[config.mk]
export PLATFORM = sky130hd
export DESIGN_NAME = alu_exec
export DESIGN_NICKNAME = d
export VERILOG_FILES = /design/src/rtl/alu_exec.sv
export SDC_FILE = /design/constraint.sdc
export NUM_CORES = 1
export LEC_CHECK = 0
export ABC_AREA = 1
export CORE_MARGIN = 3
export CORE_UTILIZATION = 50
export CTS_CLUSTER_DIAMETER = 200
export DETAILED_ROUTE_END_ITERATION = 10
export GPL_TIMING_DRIVEN = 0
export PLACE_DENSITY = 0.78
export SLEW_MARGIN = 20
export SYNTH_ARGS = -nofsm -noshare
export SYNTH_HDL_FRONTEND = slang
export SYNTH_SLANG_ARGS = --single-unit
[constraint.sdc]
create_clock -name clk -period 6.5 [get_ports clk]
set_clock_uncertainty 0.15 [all_clocks]
set_input_delay 1.3 -clock clk [delete_from_list [all_inputs] [get_ports clk]]
set_output_delay 1.3 -clock clk [all_outputs]
set_load 0.05 [all_outputs]
[src/rtl/alu_exec.sv]
// -----------------------------------------------------------------------------
// alu_exec : multi-cycle integer execute unit
//
// Accepts one operation per request while idle, computes it and presents the
// result, condition flags and write-back controls for exactly one cycle (done).
// Single-cycle ops (ADD/SUB/AND/ORR/EOR/MOV/CMP and illegal opcodes) finish on
// the accepting edge; MUL iterates shift-add for 32 edges; LSL/LSR shift one
// bit per edge for source_2[4:0] edges.
//
// Ports
//   clk       in   rising-edge clock for all state
//   rst_n     in   asynchronous active-low reset
//   start     in   operation request, sampled only while idle
//   opcode    in   [3:0] operation select, captured with start
//   source_1  in   [WIDTH-1:0] first operand, captured with start
//   source_2  in   [WIDTH-1:0] second operand / shift amount, captured with start
//   dest_in   in   [3:0] destination register number, captured with start
//   busy      out  high whenever the FSM is not idle
//   done      out  one-cycle completion pulse
//   result    out  [WIDTH-1:0] operation result, held until the next done
//   dest_out  out  [3:0] captured destination register number
//   wr_en     out  register write strobe, only ever high together with done
//   flags     out  [3:0] {N,Z,C,V}, held until the next done
//   err       out  illegal-opcode indication, meaningful only with done
// -----------------------------------------------------------------------------
module alu_exec #(
   parameter int WIDTH = 32
) (
   input  logic             clk,
   input  logic             rst_n,
   input  logic             start,
   input  logic [3:0]       opcode,
   input  logic [WIDTH-1:0] source_1,
   input  logic [WIDTH-1:0] source_2,
   input  logic [3:0]       dest_in,
   output logic             busy,
   output logic             done,
   output logic [WIDTH-1:0] result,
   output logic [3:0]       dest_out,
   output logic             wr_en,
   output logic [3:0]       flags,
   output logic             err
);

   localparam logic [1:0] IDLE  = 2'd0;
   localparam logic [1:0] MUL   = 2'd1;
   localparam logic [1:0] SHIFT = 2'd2;
   localparam logic [1:0] DONE  = 2'd3;

   localparam logic [3:0] OP_ADD = 4'd0;
   localparam logic [3:0] OP_SUB = 4'd1;
   localparam logic [3:0] OP_AND = 4'd2;
   localparam logic [3:0] OP_ORR = 4'd3;
   localparam logic [3:0] OP_EOR = 4'd4;
   localparam logic [3:0] OP_MOV = 4'd5;
   localparam logic [3:0] OP_LSL = 4'd6;
   localparam logic [3:0] OP_LSR = 4'd7;
   localparam logic [3:0] OP_MUL = 4'd8;
   localparam logic [3:0] OP_CMP = 4'd9;

   localparam logic [WIDTH-1:0] ZERO = {WIDTH{1'b0}};

   // registered state and outputs
   logic [1:0]       state_r;
   logic             busy_r;
   logic             done_r;
   logic             wr_en_r;
   logic             err_r;
   logic [WIDTH-1:0] result_r;
   logic [3:0]       flags_r;
   logic [3:0]       dest_out_r;
   // iteration datapath: op_a holds multiplicand or shift value, op_b the
   // multiplier, acc the partial product, cnt the step counter
   logic [3:0]       opcode_r;
   logic [WIDTH-1:0] op_a_r;
   logic [WIDTH-1:0] op_b_r;
   logic [WIDTH-1:0] acc_r;
   logic [4:0]       cnt_r;

   // next-state values
   logic [1:0]       state_nxt_s;
   logic             busy_nxt_s;
   logic             done_nxt_s;
   logic             wr_en_nxt_s;
   logic             err_nxt_s;
   logic [WIDTH-1:0] result_nxt_s;
   logic [3:0]       flags_nxt_s;
   logic [3:0]       dest_out_nxt_s;
   logic [3:0]       opcode_nxt_s;
   logic [WIDTH-1:0] op_a_nxt_s;
   logic [WIDTH-1:0] op_b_nxt_s;
   logic [WIDTH-1:0] acc_nxt_s;
   logic [4:0]       cnt_nxt_s;

   // completion bundle, filled by whichever path finishes this edge
   logic             go_done_s;
   logic [WIDTH-1:0] fin_res_s;
   logic             fin_c_s;
   logic             fin_v_s;
   logic             fin_wr_s;
   logic             fin_err_s;

   // single-cycle arithmetic on the live operands
   logic [WIDTH:0]   add_s;
   logic [WIDTH:0]   sub_s;
   logic             add_v_s;
   logic             sub_v_s;
   // iterative step values
   logic [WIDTH-1:0] acc_step_s;
   logic [WIDTH-1:0] shift_step_s;
   logic             shift_out_s;

   assign busy     = busy_r;
   assign done     = done_r;
   assign wr_en    = wr_en_r;
   assign err      = err_r;
   assign result   = result_r;
   assign flags    = flags_r;
   assign dest_out = dest_out_r;

   // adder/subtracter and their overflow terms; sub_s[WIDTH] is NOT borrow
   always_comb begin
      add_s   = {1'b0, source_1} + {1'b0, source_2};
      sub_s   = {1'b0, source_1} + {1'b0, ~source_2} + {{WIDTH{1'b0}}, 1'b1};
      add_v_s = (source_1[WIDTH-1] == source_2[WIDTH-1]) &&
                (add_s[WIDTH-1] != source_1[WIDTH-1]);
      sub_v_s = (source_1[WIDTH-1] != source_2[WIDTH-1]) &&
                (sub_s[WIDTH-1] != source_1[WIDTH-1]);
   end

   // one shift-add step and one single-bit shift step
   always_comb begin
      acc_step_s = acc_r + (op_b_r[0] ? op_a_r : ZERO);
      if (opcode_r == OP_LSR) begin
         shift_step_s = {1'b0, op_a_r[WIDTH-1:1]};
         shift_out_s  = op_a_r[0];
      end else begin
         shift_step_s = {op_a_r[WIDTH-2:0], 1'b0};
         shift_out_s  = op_a_r[WIDTH-1];
      end
   end

   // FSM transition and output next-value logic
   always_comb begin
      state_nxt_s    = state_r;
      done_nxt_s     = 1'b0;
      wr_en_nxt_s    = 1'b0;
      err_nxt_s      = 1'b0;
      result_nxt_s   = result_r;
      flags_nxt_s    = flags_r;
      dest_out_nxt_s = dest_out_r;
      opcode_nxt_s   = opcode_r;
      op_a_nxt_s     = op_a_r;
      op_b_nxt_s     = op_b_r;
      acc_nxt_s      = acc_r;
      cnt_nxt_s      = cnt_r;
      go_done_s      = 1'b0;
      fin_res_s      = ZERO;
      fin_c_s        = 1'b0;
      fin_v_s        = 1'b0;
      fin_wr_s       = 1'b0;
      fin_err_s      = 1'b0;

      case (state_r)
         IDLE: begin
            if (start) begin
               opcode_nxt_s   = opcode;
               dest_out_nxt_s = dest_in;
               case (opcode)
                  OP_ADD: begin
                     go_done_s = 1'b1;
                     fin_res_s = add_s[WIDTH-1:0];
                     fin_c_s   = add_s[WIDTH];
                     fin_v_s   = add_v_s;
                     fin_wr_s  = 1'b1;
                  end
                  OP_SUB: begin
                     go_done_s = 1'b1;
                     fin_res_s = sub_s[WIDTH-1:0];
                     fin_c_s   = sub_s[WIDTH];
                     fin_v_s   = sub_v_s;
                     fin_wr_s  = 1'b1;
                  end
                  OP_CMP: begin
                     go_done_s = 1'b1;
                     fin_res_s = sub_s[WIDTH-1:0];
                     fin_c_s   = sub_s[WIDTH];
                     fin_v_s   = sub_v_s;
                     fin_wr_s  = 1'b0;
                  end
                  OP_AND: begin
                     go_done_s = 1'b1;
                     fin_res_s = source_1 & source_2;
                     fin_wr_s  = 1'b1;
                  end
                  OP_ORR: begin
                     go_done_s = 1'b1;
                     fin_res_s = source_1 | source_2;
                     fin_wr_s  = 1'b1;
                  end
                  OP_EOR: begin
                     go_done_s = 1'b1;
                     fin_res_s = source_1 ^ source_2;
                     fin_wr_s  = 1'b1;
                  end
                  OP_MOV: begin
                     go_done_s = 1'b1;
                     fin_res_s = source_2;
                     fin_wr_s  = 1'b1;
                  end
                  OP_LSL, OP_LSR: begin
                     // a zero amount completes at once with the operand intact
                     if (source_2[4:0] == 5'd0) begin
                        go_done_s = 1'b1;
                        fin_res_s = source_1;
                        fin_wr_s  = 1'b1;
                     end else begin
                        state_nxt_s = SHIFT;
                        op_a_nxt_s  = source_1;
                        cnt_nxt_s   = source_2[4:0];
                     end
                  end
                  OP_MUL: begin
                     state_nxt_s = MUL;
                     op_a_nxt_s  = source_1;
                     op_b_nxt_s  = source_2;
                     acc_nxt_s   = ZERO;
                     cnt_nxt_s   = 5'd0;
                  end
                  default: begin
                     go_done_s = 1'b1;
                     fin_err_s = 1'b1;
                  end
               endcase
            end else begin
               state_nxt_s = IDLE;
            end
         end
         MUL: begin
            acc_nxt_s  = acc_step_s;
            op_a_nxt_s = {op_a_r[WIDTH-2:0], 1'b0};
            op_b_nxt_s = {1'b0, op_b_r[WIDTH-1:1]};
            cnt_nxt_s  = cnt_r + 5'd1;
            // the 32nd step lands in the result register directly
            if (cnt_r == 5'd31) begin
               go_done_s = 1'b1;
               fin_res_s = acc_step_s;
               fin_wr_s  = 1'b1;
            end else begin
               go_done_s = 1'b0;
            end
         end
         SHIFT: begin
            op_a_nxt_s = shift_step_s;
            cnt_nxt_s  = cnt_r - 5'd1;
            if (cnt_r == 5'd1) begin
               go_done_s = 1'b1;
               fin_res_s = shift_step_s;
               fin_c_s   = shift_out_s;
               fin_wr_s  = 1'b1;
            end else begin
               go_done_s = 1'b0;
            end
         end
         DONE: begin
            state_nxt_s = IDLE;
         end
         default: begin
            state_nxt_s = IDLE;
         end
      endcase

      if (go_done_s) begin
         state_nxt_s  = DONE;
         done_nxt_s   = 1'b1;
         wr_en_nxt_s  = fin_wr_s;
         err_nxt_s    = fin_err_s;
         result_nxt_s = fin_res_s;
         if (fin_err_s) begin
            flags_nxt_s = 4'd0;
         end else begin
            flags_nxt_s = {fin_res_s[WIDTH-1], (fin_res_s == ZERO), fin_c_s, fin_v_s};
         end
      end else begin
         done_nxt_s = 1'b0;
      end

      busy_nxt_s = (state_nxt_s != IDLE);
   end

   // state and output registers; reset clears everything, aborting any op
   always_ff @(posedge clk or negedge rst_n) begin
      if (!rst_n) begin
         state_r    <= IDLE;
         busy_r     <= 1'b0;
         done_r     <= 1'b0;
         wr_en_r    <= 1'b0;
         err_r      <= 1'b0;
         result_r   <= ZERO;
         flags_r    <= 4'd0;
         dest_out_r <= 4'd0;
         opcode_r   <= 4'd0;
         op_a_r     <= ZERO;
         op_b_r     <= ZERO;
         acc_r      <= ZERO;
         cnt_r      <= 5'd0;
      end else begin
         state_r    <= state_nxt_s;
         busy_r     <= busy_nxt_s;
         done_r     <= done_nxt_s;
         wr_en_r    <= wr_en_nxt_s;
         err_r      <= err_nxt_s;
         result_r   <= result_nxt_s;
         flags_r    <= flags_nxt_s;
         dest_out_r <= dest_out_nxt_s;
         opcode_r   <= opcode_nxt_s;
         op_a_r     <= op_a_nxt_s;
         op_b_r     <= op_b_nxt_s;
         acc_r      <= acc_nxt_s;
         cnt_r      <= cnt_nxt_s;
      end
   end

endmodule

# Word level (Yosys, flattened, before mapping)
# Cells that the tools add are included.
dict set report op_classes {
  eq_ne 23
  n_mux 51
  reduce_logical 16
  bitwise_logic 4
  addsub 6
}
# op n
set ops {}
lappend ops {{2-to-1 mux 32 bit} 12}
lappend ops {{case mux 32 bit (7 select lines)} 1}
lappend ops {{case mux 32 bit (2 select lines)} 3}
lappend ops {{case mux 32 bit (3 select lines)} 2}
lappend ops {{adder 32 x 32 -> 33 bit} 2}
lappend ops {{adder 33 x 1 -> 33 bit, second input constant} 1}
lappend ops {{adder 32 bit} 1}
lappend ops {{AND 32 bit} 1}
lappend ops {{zero test 32 bit} 1}
lappend ops {{NOT 32 bit} 1}
lappend ops {{OR 32 bit} 1}
lappend ops {{XOR 32 bit} 1}
lappend ops {{== test 4 x 3 -> 1 bit, second input constant} 5}
lappend ops {{2-to-1 mux 1 bit} 16}
lappend ops {{case mux 5 bit (3 select lines)} 1}
lappend ops {{2-to-1 mux 5 bit} 2}
lappend ops {{case mux 1 bit (2 select lines)} 5}
lappend ops {{case mux 5 bit (2 select lines)} 1}
lappend ops {{OR reduction 10 bit} 1}
lappend ops {{== test 4 x 2 -> 1 bit, second input constant} 2}
lappend ops {{== test 4 bit, second input constant} 2}
lappend ops {{case mux 2 bit (2 select lines)} 2}
lappend ops {{2-to-1 mux 2 bit} 3}
lappend ops {{case mux 1 bit (3 select lines)} 2}
lappend ops {{25 further kinds} 31}
dict set report word_totals {
  regBits 151
  inputBits 75
  out_inout_bits 44
  word_cells 113
}

# Logic depth before layout (Yosys ltp)
dict set report depth {
  depth_word 9
  ltp_mapped 24
  ltp_nobuf 23
}

# Least setup slack after synthesis
# No wires, ideal clock.
dict set report synth_path {
  kind {input to register}
  from {input port source_1[0]}
  to {register flags_r[2] (netlist: flags[2])}
  setup_slack_ns 3.086
  arrival_ns 3.198
  required_ns 6.284
  cell_stages 22
  setup_ns 0.066
  n_path_buf 0
  path_cell_list {ha_1 inv_1 fa_1 inv_1 nand2_1 nand2_1 nand3_1 nand2_1 nand2_1 nand2_1 nand2_1 nand3_1 nand3_1 a21oi_1 nand2_1 nor2_1 nand2_1 nor2_1 nand2_1 nor2_1 nand2_1 nand2_1}
}
dict set report synth_between {
  elab_chain_cells 7
  elab_cells_between_ends 12
  classes_between {add/sub (3); mux (5); bitwise (3); reduce/logical (1)}
}
# item line_no
set synth_rtl {}
lappend synth_rtl {{start: declaration} 33} ;# input logic [WIDTH-1:0] source_1,
lappend synth_rtl {{adder 32 x 32 -> 33 bit} 124} ;# sub_s = {1'b0, source_1} + {1'b0, ~source_2} + {{WIDTH{1'b0}}, 1'b1};
lappend synth_rtl {{adder 33 x 1 -> 33 bit} 124}
lappend synth_rtl {{case mux 32 bit (7 select lines) *} 169} ;# case (opcode)
lappend synth_rtl {{2-to-1 mux 32 bit *} 166} ;# if (start) begin
lappend synth_rtl {{case mux 32 bit (3 select lines) *} 164} ;# case (state_r)
lappend synth_rtl {{zero test 32 bit *} 282} ;# flags_nxt_s = {fin_res_s[WIDTH-1], (fin_res_s == ZERO), fin_c_s, fin_v_s};
lappend synth_rtl {{2-to-1 mux 4 bit *} 279} ;# if (fin_err_s) begin
lappend synth_rtl {{end signal: assignment} 314} ;# flags_r <= flags_nxt_s;
lappend synth_rtl {{end: declaration} 70} ;# logic [3:0] flags_r;
# Every way passes the cells marked *; elsewhere a longest branch is shown, timed or not.
# A chain may end at the register's enable or synchronous reset.

# Final worst setup path
dict set report layout_path {
  from {input port source_1[19]}
  to {register flags_r[1] (netlist: flags[1])}
}
dict set report layout_between {
  elab_chain_cells 6
  elab_cells_between_ends 7
  classes_between {add/sub (3); mux (4)}
}
# item line_no
set layout_rtl {}
lappend layout_rtl {{adder 32 x 32 -> 33 bit} 124}
lappend layout_rtl {{adder 33 x 1 -> 33 bit} 124}
lappend layout_rtl {{case mux 1 bit (2 select lines) *} 169}
lappend layout_rtl {{2-to-1 mux 1 bit *} 166}
lappend layout_rtl {{case mux 1 bit (2 select lines) *} 164}
lappend layout_rtl {{2-to-1 mux 4 bit *} 279}
# Marks and branches as above.

==> qor.tcl <==
set qor(status) {completed}
set qor(p_total_w) 0.00722
set qor(timing.max_cap.violations) 0
set qor(critPathArrivalTime_ns) 4.87
set qor(synth_fp_nets) 3028
set qor(cp_data_required_time_ns) 6.68
set qor(drt_antenna_net_count) 0
set qor(tightestPinTransition_ns) 1.04
set qor(routed_wl_um) 72100
set qor(synthFlopType) {dfrtp_1}
set qor(hold_viol) 0
set qor(final_max_slew_viol_count) 0
set qor(insertion_delay_ns) 0.44
set qor(die_y_um) 188
set qor(cellLeakagePower_nw) 9.94
set qor(wire_length_of_the_first_global_routing_pass_um) 109000
set qor(route.vias.total) 20000
set qor(cts_resized) 0
set qor(most-common-layout-cells) {897 x nand2_1, 390 x inv_1, 269 x nand3_1, 245 x nor2_1, 201 x o21ai_0}
set qor(numClockSinks) 151
set qor(cts_root_buffer) {clkbuf_16}
set qor(critical_path_class) {in -> reg}
set qor(cts-root-to-sink-buffers) 2
set qor(gp_congestion) 1.01
set qor(synth.top_cells.by_area) {dfrtp_1 23%, nand2_1 20%, ha_1 11%}
set qor(post-route-cell-area_mm2) 0.0190
set qor(hold_path.class) {reg -> reg}
set qor(cts-hold-fix-buffers) 0
set qor(grt_setup_unrepaired) {no}
set qor(cts-buffers-inserted) 17
set qor(worst_ir_drop_vdd_uv) 230
set qor(ioPinCount) 119
set qor(yosysTopAreaCellShare) 0.227
set qor(fmaxAchievable_mhz) 213
set qor(dr.first_iter.drc_count) 2420
set qor(finalCritPeriodShare) 0.721
set qor(initial_core_utilization) 0.509
set qor(netlist_cell_types) 40
set qor(clk_pin_slew_worst_paths_ns) 0.07
set qor(p_per_area_mw_per_mm2) 380
set qor(ys.warnings.count) 0
set qor(multi_input_area_mm2) 0.0109
set qor(end_kind) {flop}
set qor(fin_nets) 3166
set qor(worst-path-max-fanout) 8
set qor(synth_fa_ha_area_frac) 0.112
set qor(report.final.setup_viol) 0
set qor(post_synthesis_share_of_cell_area_spent_on_xor_and_xnor_gates) 0.00263
set qor(detail_route.vias_per_cell) 5.87
set qor(routed_wire_length_per_instance_um) 21.2
set qor(layout-drive-gt1-share) 0.0331
set qor(grt_antenna_before_repair) 1
set qor(finalWorstSetupSlack_ns) 1.81
set qor(dr.pass1.iters) 9
set qor(post-cts-setup-buffers) 0
set qor(ys_seq_area_frac) 0.227
set qor(filler_cells_inserted) 3339
set qor(syn_to_final_growth_pct) 14.2
set qor(combinational_family_with_the_most_area_after_synthesis) {simple AND/OR/NAND/NOR gates}
set qor(dp_hpwl_um) 58300
set qor(core_area_mm2) 0.0327
set qor(final.min_clock_period_ns) 4.69
set qor(layout_commonest_cell) {nand2_1}
set qor(rows) 66
set qor(io_buffers) 118
set qor(drt_drc) 0
set qor(clock_tree_from_tritoncts) {built}
set qor(synthMuxAreaShare) 0
set qor(cell_area_after_placement_mm2) 0.0184
set qor(htreeDepth) 4
set qor(globalRouteOverflowTotal) 0
set qor(diodes) 0
set qor(avg_cell_area_syn_um2) 5.93
set qor(share_of_the_synthesized_area_in_compound_gates_ao_oa_aoi_oai) 0.168
set qor(startpoint_type) {primary input}
set qor(post_synth_and_or_nand_nor_area_fraction) 0.370
set qor(post_synth_instance_area_mm2) 0.0166
set qor(grt.total_usage) 0.400
set qor(die-width_um) 188
set qor(postSynthCellCount) 2806
set qor(async_reset_ff_frac) 1.00
set qor(pre_cts_ws_ns) 1.53
set qor(grt_pass1_vias) 19100
set qor(largest_net_degree_at_the_start_of_global_routing) 80
set qor(synth_top_area_cell) {dfrtp_1}
set qor(synth-seq-cells) 151
set qor(slew_headroom) 0.303
set qor(number_of_synthesized_flops_with_an_enable_pin) 0
set qor(dieArea_mm2) 0.0355
set qor(final-seq-area_mm2) 0.00378
==> path summary, 6_finish.rpt <==
check	slack [ns]	start	depth (start not counted)	end
setup / recovery	1.81	source_1[19]	18	flags[1]
hold / removal	0.34	dest_out[2]	2	dest_out[2]
setup reg to reg	2.34	op_b_r[0]	22	flags[2]
hold reg to reg	0.34	dest_out[2]	2	dest_out[2]
max in group asynchronous	4.72	rst_n	2	acc_r[24]
min in group asynchronous	0.67	rst_n	1	acc_r[2]
==> sequential cells by signal (all words and copies together), names as in the netlist <==
register and count:
busy 1, cnt_r 5, done 1, op_a_r 32, op_b_r 32, result 32, opcode_r 4, err 1
acc_r 32, dest_out 4, flags 4, wr_en 1, state_r 2
==> power by group <==
part | switching [W] | internal (W)
Combinational | 0.00309 | 0.00136
Sequential | 0.000359 | 0.00138
Clock | 0.000443 | 0.000578
==> kinds of logic (layout without fill, tap and decap cells) <==
group / Yosys count / after routing
XOR/XNOR: 5 / 5
buffers and inverters: 512 / 663
flip-flops: 151 / 151
AND/OR/NAND/NOR: 1496 / 1496
adder cells (fa/ha/maj): 147 / 147
AO/OA/AOI/OAI: 495 / 495
==> routing by layer <==
metal	track usage	vias to the layer above	share of wire
met1	0.506	9165	0.38
met5	0	-	0.00021
met4	0.210	2	0.058
met3	0.0724	259	0.11
met2	0.653	1174	0.45
li1	-	9365	-
==> cell usage after synthesis, drive strengths merged (5+ instances only) <==
cell type,n
nand2,898
inv,396
nand3,269
nor2,246
o21ai,207
dfrtp,151
ha,144
a21oi,136
buf,62
clkbuf,51
a31oi,42
o211ai,29
nor3,27
nand4,26
o22ai,25
nand3b,19
o221ai,15
o21bai,13
a211oi,7
a221oi,6
or2,5
==> cell type report <==
class | instances | share of cell area
clock buffers | 18 | 0.0231
clock inverters | 14 | 0.00791
well taps | 442 | 0.0291
multi-input cells | 2143 | 0.572
plain buffers | 113 | 0.0262
flip-flops and latches | 151 | 0.199
inverters | 399 | 0.0789
repair buffers | 119 | 0.0639
==> critical path, cell delays in order <==
cell             delay [ns]
clkdlybuf4s50_1        0.66
inv_1                  0.12
ha_1                   0.30
buf_2                  0.19
a21oi_1                0.46
o21ai_0                0.21
a21oi_1                0.32
nor2_1                 0.09
nor2_1                 0.27
nand2_1                0.09
nand2_1                0.08
nand2_1                0.11
a22oi_1                0.17
nand2_1                0.14
nand2_1                0.09
o21ai_0                0.10
nand3_1                0.10
nand2_1                0.06
==> metrics by stage <==
stage,hold WS [ns],TNS (ns),util,std cells
floorplan,0.300,0,-,2806
global placement,0.311,-353.67,0.562,3366
detailed placement,0.317,0,0.563,3367
CTS,0.334,0,0.581,3399
global route,0.352,0,0.581,3399
finish,0.338,0,0.581,3399
Note: power is estimated with default switching activity, not from simulation.
